--- src/rtl/seq_pattern_gen.sv ---
// seq_pattern_gen: serial pattern transmitter feeding valid/d_in bit-stream
// consumers. A pattern word (built-in PATTERN or pat_in) is shifted out MSB
// first, repeat_n words per run with gap_n idle cycles between words.
//
// Ports:
//   clk, res            rising-edge clock, synchronous active-high reset
//   start, use_default  run request (IDLE only) and pattern source select
//   pat_in              user pattern, captured on accepted start
//   repeat_n, gap_n     words per run and idle cycles between words
//   hold                backpressure, freezes bit advance in SHIFT
//   err_inj             (SEQ_GEN_ERR_INJ_EN only) invert the next LSB sent
//   valid, d_out        registered serial bit stream
//   busy, done          run in progress / one-cycle end-of-run pulse
//   word_cnt            words fully sent in the current run
//
// Optional feature macro: SEQ_GEN_ERR_INJ_EN.
module seq_pattern_gen #(
    parameter int unsigned             PAT_W   = 6,
    parameter logic [PAT_W-1:0]        PATTERN = 6'b110101,
    parameter int unsigned             RPT_W   = 4,
    parameter int unsigned             GAP_W   = 4
) (
    input  logic             clk,
    input  logic             res,
    input  logic             start,
    input  logic             use_default,
    input  logic [PAT_W-1:0] pat_in,
    input  logic [RPT_W-1:0] repeat_n,
    input  logic [GAP_W-1:0] gap_n,
    input  logic             hold,
`ifdef SEQ_GEN_ERR_INJ_EN
    input  logic             err_inj,
`endif
    output logic             valid,
    output logic             d_out,
    output logic             busy,
    output logic             done,
    output logic [RPT_W-1:0] word_cnt
);

    localparam int unsigned IDX_W = (PAT_W > 1) ? $clog2(PAT_W) : 1;
    localparam logic [IDX_W-1:0] IDX_MSB = IDX_W'(PAT_W - 1);

    typedef enum logic [1:0] {
        IDLE  = 2'd0,
        SHIFT = 2'd1,
        GAP   = 2'd2,
        DONE  = 2'd3
    } state_t;

    state_t             state_q, state_d;
    logic [PAT_W-1:0]   sreg_q, sreg_d;
    logic [IDX_W-1:0]   idx_q, idx_d;      // index of the bit currently on d_out
    logic [RPT_W-1:0]   rpt_q, rpt_d;
    logic [GAP_W-1:0]   gap_q, gap_d;
    logic [GAP_W-1:0]   gcnt_q, gcnt_d;    // remaining idle cycles minus one
    logic               err_q, err_d;
    logic               valid_d, d_d, busy_d, done_d;
    logic [RPT_W-1:0]   wc_d;
    logic [RPT_W-1:0]   wc_inc;
    logic [IDX_W-1:0]   idx_m1;
    logic [PAT_W-1:0]   pat_sel;
    logic               lsb_inv;           // LSB being presented with error flag armed

    assign wc_inc  = word_cnt + RPT_W'(1);
    assign idx_m1  = idx_q - IDX_W'(1);
    assign pat_sel = use_default ? PATTERN : pat_in;

    // Next-state and next-output logic.
    always_comb begin
        state_d = state_q;
        sreg_d  = sreg_q;
        idx_d   = idx_q;
        rpt_d   = rpt_q;
        gap_d   = gap_q;
        gcnt_d  = gcnt_q;
        err_d   = err_q;
        wc_d    = word_cnt;
        valid_d = 1'b0;
        d_d     = d_out;
        busy_d  = busy;
        done_d  = 1'b0;
        lsb_inv = 1'b0;

        case (state_q)
            IDLE: begin
                busy_d = 1'b0;
                err_d  = 1'b0;
                if (start) begin
                    wc_d   = '0;
                    sreg_d = pat_sel;
                    rpt_d  = repeat_n;
                    gap_d  = gap_n;
                    if (repeat_n == '0) begin
                        state_d = DONE;
                        done_d  = 1'b1;
                    end else begin
                        state_d = SHIFT;
                        idx_d   = IDX_MSB;
                        valid_d = 1'b1;
                        d_d     = pat_sel[PAT_W-1];
                        busy_d  = 1'b1;
                    end
                end
            end

            SHIFT: begin
                if (!hold) begin
                    if (idx_q == '0) begin
                        // Word complete: finish, chain back-to-back, or idle.
                        wc_d = wc_inc;
                        if (wc_inc == rpt_q) begin
                            state_d = DONE;
                            busy_d  = 1'b0;
                            done_d  = 1'b1;
                        end else if (gap_q == '0) begin
                            idx_d   = IDX_MSB;
                            valid_d = 1'b1;
                            d_d     = sreg_q[PAT_W-1];
                        end else begin
                            state_d = GAP;
                            gcnt_d  = gap_q - GAP_W'(1);
                        end
                    end else begin
                        idx_d   = idx_m1;
                        valid_d = 1'b1;
                        d_d     = sreg_q[idx_m1];
                        if (idx_m1 == '0 && err_q) begin
                            lsb_inv = 1'b1;
                            d_d     = ~sreg_q[0];
                            err_d   = 1'b0;
                        end
                    end
                end
            end

            GAP: begin
                if (gcnt_q == '0) begin
                    state_d = SHIFT;
                    idx_d   = IDX_MSB;
                    valid_d = 1'b1;
                    d_d     = sreg_q[PAT_W-1];
                end else begin
                    gcnt_d = gcnt_q - GAP_W'(1);
                end
            end

            DONE: begin
                state_d = IDLE;
                busy_d  = 1'b0;
                err_d   = 1'b0;
            end

            default: begin
                state_d = IDLE;
                busy_d  = 1'b0;
            end
        endcase

`ifdef SEQ_GEN_ERR_INJ_EN
        // Arm on any pulse while busy; an LSB consuming the flag this edge wins.
        if (err_inj && busy && !lsb_inv) begin
            err_d = 1'b1;
        end
`endif
    end

    // State and output registers.
    always_ff @(posedge clk) begin
        if (res) begin
            state_q  <= IDLE;
            sreg_q   <= '0;
            idx_q    <= '0;
            rpt_q    <= '0;
            gap_q    <= '0;
            gcnt_q   <= '0;
            err_q    <= 1'b0;
            valid    <= 1'b0;
            d_out    <= 1'b0;
            busy     <= 1'b0;
            done     <= 1'b0;
            word_cnt <= '0;
        end else begin
            state_q  <= state_d;
            sreg_q   <= sreg_d;
            idx_q    <= idx_d;
            rpt_q    <= rpt_d;
            gap_q    <= gap_d;
            gcnt_q   <= gcnt_d;
            err_q    <= err_d;
            valid    <= valid_d;
            d_out    <= d_d;
            busy     <= busy_d;
            done     <= done_d;
            word_cnt <= wc_d;
        end
    end

endmodule

--- config.mk ---
export PLATFORM = sky130hd
export DESIGN_NAME = seq_pattern_gen
export DESIGN_NICKNAME = d
export VERILOG_FILES = /design/src/rtl/seq_pattern_gen.sv
export SDC_FILE = /design/constraint.sdc
export NUM_CORES = 1
export LEC_CHECK = 0
export ABC_AREA = 1
export BUFFER_PORTS_ARGS = -buffer_cell sky130_fd_sc_hd__buf_4
export CORE_ASPECT_RATIO = 0.5
export CORE_MARGIN = 4
export CORE_UTILIZATION = 55
export CTS_CLUSTER_SIZE = 40
export DETAILED_ROUTE_END_ITERATION = 8
export PLACE_DENSITY = 0.77
export REMOVE_ABC_BUFFERS = 1
export SLEW_MARGIN = 20
export SYNTH_ARGS = -nofsm -noshare
export SYNTH_HDL_FRONTEND = slang
export SYNTH_SLANG_ARGS = --single-unit
export TNS_END_PERCENT = 30
--- constraint.sdc ---
create_clock -name clk -period 3.5 [get_ports clk]
set_input_delay 0.35 -clock clk [delete_from_list [all_inputs] [get_ports clk]]
set_output_delay 0.35 -clock clk [all_outputs]
set_load 0.01 [all_outputs]
==> results.toml <==
[finish]
multiInputGateArea_um2 = 1007
num_antenna_cells = 0
fill_cells = 290
finalNetCount = 326
syn_to_final_growth_pct = 15.35
drive_gt1_share_pct = 15.33
layout.area.seq_um2 = 620.6

[logic_synthesis]
netlist_top_cells_count = "nand2_1, nor2_1, inv_1"
yosysWarningCount = 0
synthTopCellsByArea = "dfxtp_1, nand2_1, nor2_1"
synth_most_common_cell = "nand2_1"
ys_seq_elements = 31
yosys.area.top_type = "dfxtp_1"
syn_area_um2 = 1818
post_synth_num_cell_types = 28
synthFlopType = "dfxtp_1"
syn_inst = 274
synth.top_cell.area_share_pct = 34.14
ys_seq_area_share_pct = 34.14
async_reset_ff_share_pct = 0
syn_area_per_cell_um2 = 6.635
synth_edf_count = 0

[clocking]
clkTransAtPathRegs_ns = 0.07
cts_root_buf = "clkbuf_8"
cts.sinks = 31
clockBufferDepth = 2
clk_latency_ns = 0.28
postCtsSetupRepairBufs = 0
cts_resized = 0
cts_hold_buffers = 0
cts_tree = "built"
cts-htree-levels = 2
cts_buffers = 5

[critical_path]
r2r-end = "sreg_q[4]$_SDFFE_PP0P_"
crit_top_cell = "inv_1"
crit_start = "state_q[1]$_SDFFE_PP0P_"
path_class = "reg2reg"
r2r_setup_slack_ns = 1.49
worstSetupStartpointType = "flop"
cp-end-kind = "flop"
slowest_delay_ns = 0.56
cp_max_fo = 24
crit_arrival_ns = 2.17
cpMaxStageDelayCell = "nand2_1"
rr_worst_depth = 6
worstPathRequired_ns = 3.66
crit_path_cell_trace = "inv_1, ha_1, nand2_1, inv_1, o21ai_0, nor2_1"
crit_path_end = "sreg_q[4]$_SDFFE_PP0P_"
r2r-start = "state_q[1]$_SDFFE_PP0P_"

[timing]
relSlewSlack_pct = 52.11
setup_tns_ns = 0
rsz0062_at_grt = "no"
fin_ws_ns = 1.487
hold_viol_final = 0
timing.fmax_ghz = 0.4968
period_minus_slack_ns = 2.013
finalCritPeriodShare_pct = 57.52
worst_slew_pin_slew_ns = 0.7166
maxSlewViolCount = 0
finalSetupViolations = 0
final.setup_skew_ns = 0.007344

[global_routing]
grt_pass1_wl_um = 6837
grtUsageTotal_pct = 19.55
antenna_found_initial = 0
grt_overflow_total = 0
grt_pass1_vias = 1600
grt_start_max_net_pins = 25

[die]
fp.dieW_um = 89.31
std_cell_rows = 14
start_util_pct = 58.97
core_um2 = 3083
die_area_um2 = 4345
fp.dieH_um = 48.66
ioPinCount = 27

[detailed_routing]
drc = 0
drt_wl_total_um = 4042
post_drt_via_cell_ratio = 5.259
antenna_left = 0
drtIter0Drc = 110
avgRoutedWirePerCell_um = 11.89
firstDrtPassIters = 5
vias = 1788

[min_path]
hold_path.class = "in2reg"

[placement]
io_buffer_count = 26
place_ws_ns = 1.501
dp_hpwl_um = 3038
gp_congestion = 0.8573

[power_and_ir_drop]
power_density_nw_per_um2 = 811.6
peakVddDrop_mv = 0.3884
fin_total_pwr_uw = 1702
leakage_uw = 0.001004

[job]
drv_cap = 0

[outcome]
status = "finished, final reports clean"
-- per-layer routing --
layer	routed length, um	track usage, %	up-vias	share of wire [%]
li1	-	-	932	-
met1	2010	26.91	802	50
met2	1738	30.32	50	43
met3	261	5.254	4	6.5
met4	31	4.455	0	0.77
met5	0	0	-	0
-- cells by family (layout without fill, tap and decap cells) --
family,Yosys count,after routing,synth area share [%]
XOR/XNOR,3,3,1.446
AO/OA/AOI/OAI,50,50,14.94
buffers and inverters,46,72,10.46
AND/OR/NAND/NOR,136,136,33.52
adder cells (fa/ha/maj),8,8,5.506
flip-flops,31,31,34.14
-- layout by cell type, fill, tap and decap left out, drive strengths merged --
| master | instances |
|---|---|
| a211oi | 4 |
| a21oi | 22 |
| and3 | 1 |
| buf | 26 |
| clkbuf | 7 |
| clkinv | 2 |
| dfxtp | 31 |
| ha | 8 |
| inv | 37 |
| nand2 | 63 |
| nand3 | 22 |
| nand4 | 3 |
| nor2 | 42 |
| nor3 | 5 |
| o21ai | 22 |
| o21bai | 1 |
| o22ai | 1 |
| xnor2 | 2 |
| xor2 | 1 |
-- report_power, final --
| group | leakage (uW) | total, uW | internal [uW] | switching [uW] |
|---|---|---|---|---|
| Clock | 0.0000422 | 270 | 139 | 131 |
| Sequential | 0.000256 | 532 | 463 | 69.1 |
| Combinational | 0.000706 | 900 | 330 | 570 |
-- cell type report --
type                       count  share of cell area, %
clock buffer                   7                  3.640
clock inverter                 1                 0.2387
inverter                      38                  6.802
multi-input combinational    197                  48.03
sequential                    31                  29.59
tap                           40                  2.387
timing repair buffer          26                  9.308
-- worst min path at each step --
stage	start	to	slack (ns)	cells past startpoint
after floorplan	res	done$_SDFF_PP0_	0.42	1
after global placement	sreg_q[1]$_SDFFE_PP0P_	sreg_q[1]$_SDFFE_PP0P_	0.46	2
after detailed placement	sreg_q[2]$_SDFFE_PP0P_	sreg_q[2]$_SDFFE_PP0P_	0.46	2
after CTS	res	word_cnt[1]$_SDFFE_PP0P_	0.32	2
after global routing	res	word_cnt[1]$_SDFFE_PP0P_	0.33	2
final	pat_in[4]	sreg_q[4]$_SDFFE_PP0P_	0.33	3
-- metrics by stage --
stage | cell area (um2) | cells | utilization (%) | hold slack [ns]
final | 2097 | 340 | 68.02 | 0.3314
after global routing | 2097 | 340 | 68.02 | 0.3322
after CTS | 2097 | 340 | 68.02 | 0.3247
after detailed placement | 2016 | 332 | 65.38 | 0.4627
after global placement | 2016 | 332 | 65.38 | 0.4562
after floorplan | 1770 | 266 | - | 0.4191
-- registers in the layout, summed over array words and instances (netlist names) --
| name | flops |
|---|---|
| busy | 1 |
| d_out | 1 |
| done | 1 |
| gap_q | 4 |
| gcnt_q | 4 |
| idx_q | 3 |
| rpt_q | 4 |
| sreg_q | 6 |
| state_q | 2 |
| valid | 1 |
| word_cnt | 4 |
-- critical path, delay by kind of cell (launching register included) --
| kind | cells | cell delay, ns |
|---|---|---|
| buf+inv | 2 | 0.40 |
| flops | 1 | 0.39 |
| fa+ha+maj | 1 | 0.25 |
| simple gates | 2 | 0.62 |
| compound gates | 1 | 0.23 |
No activity file was read; power rests on OpenSTA's default activity.
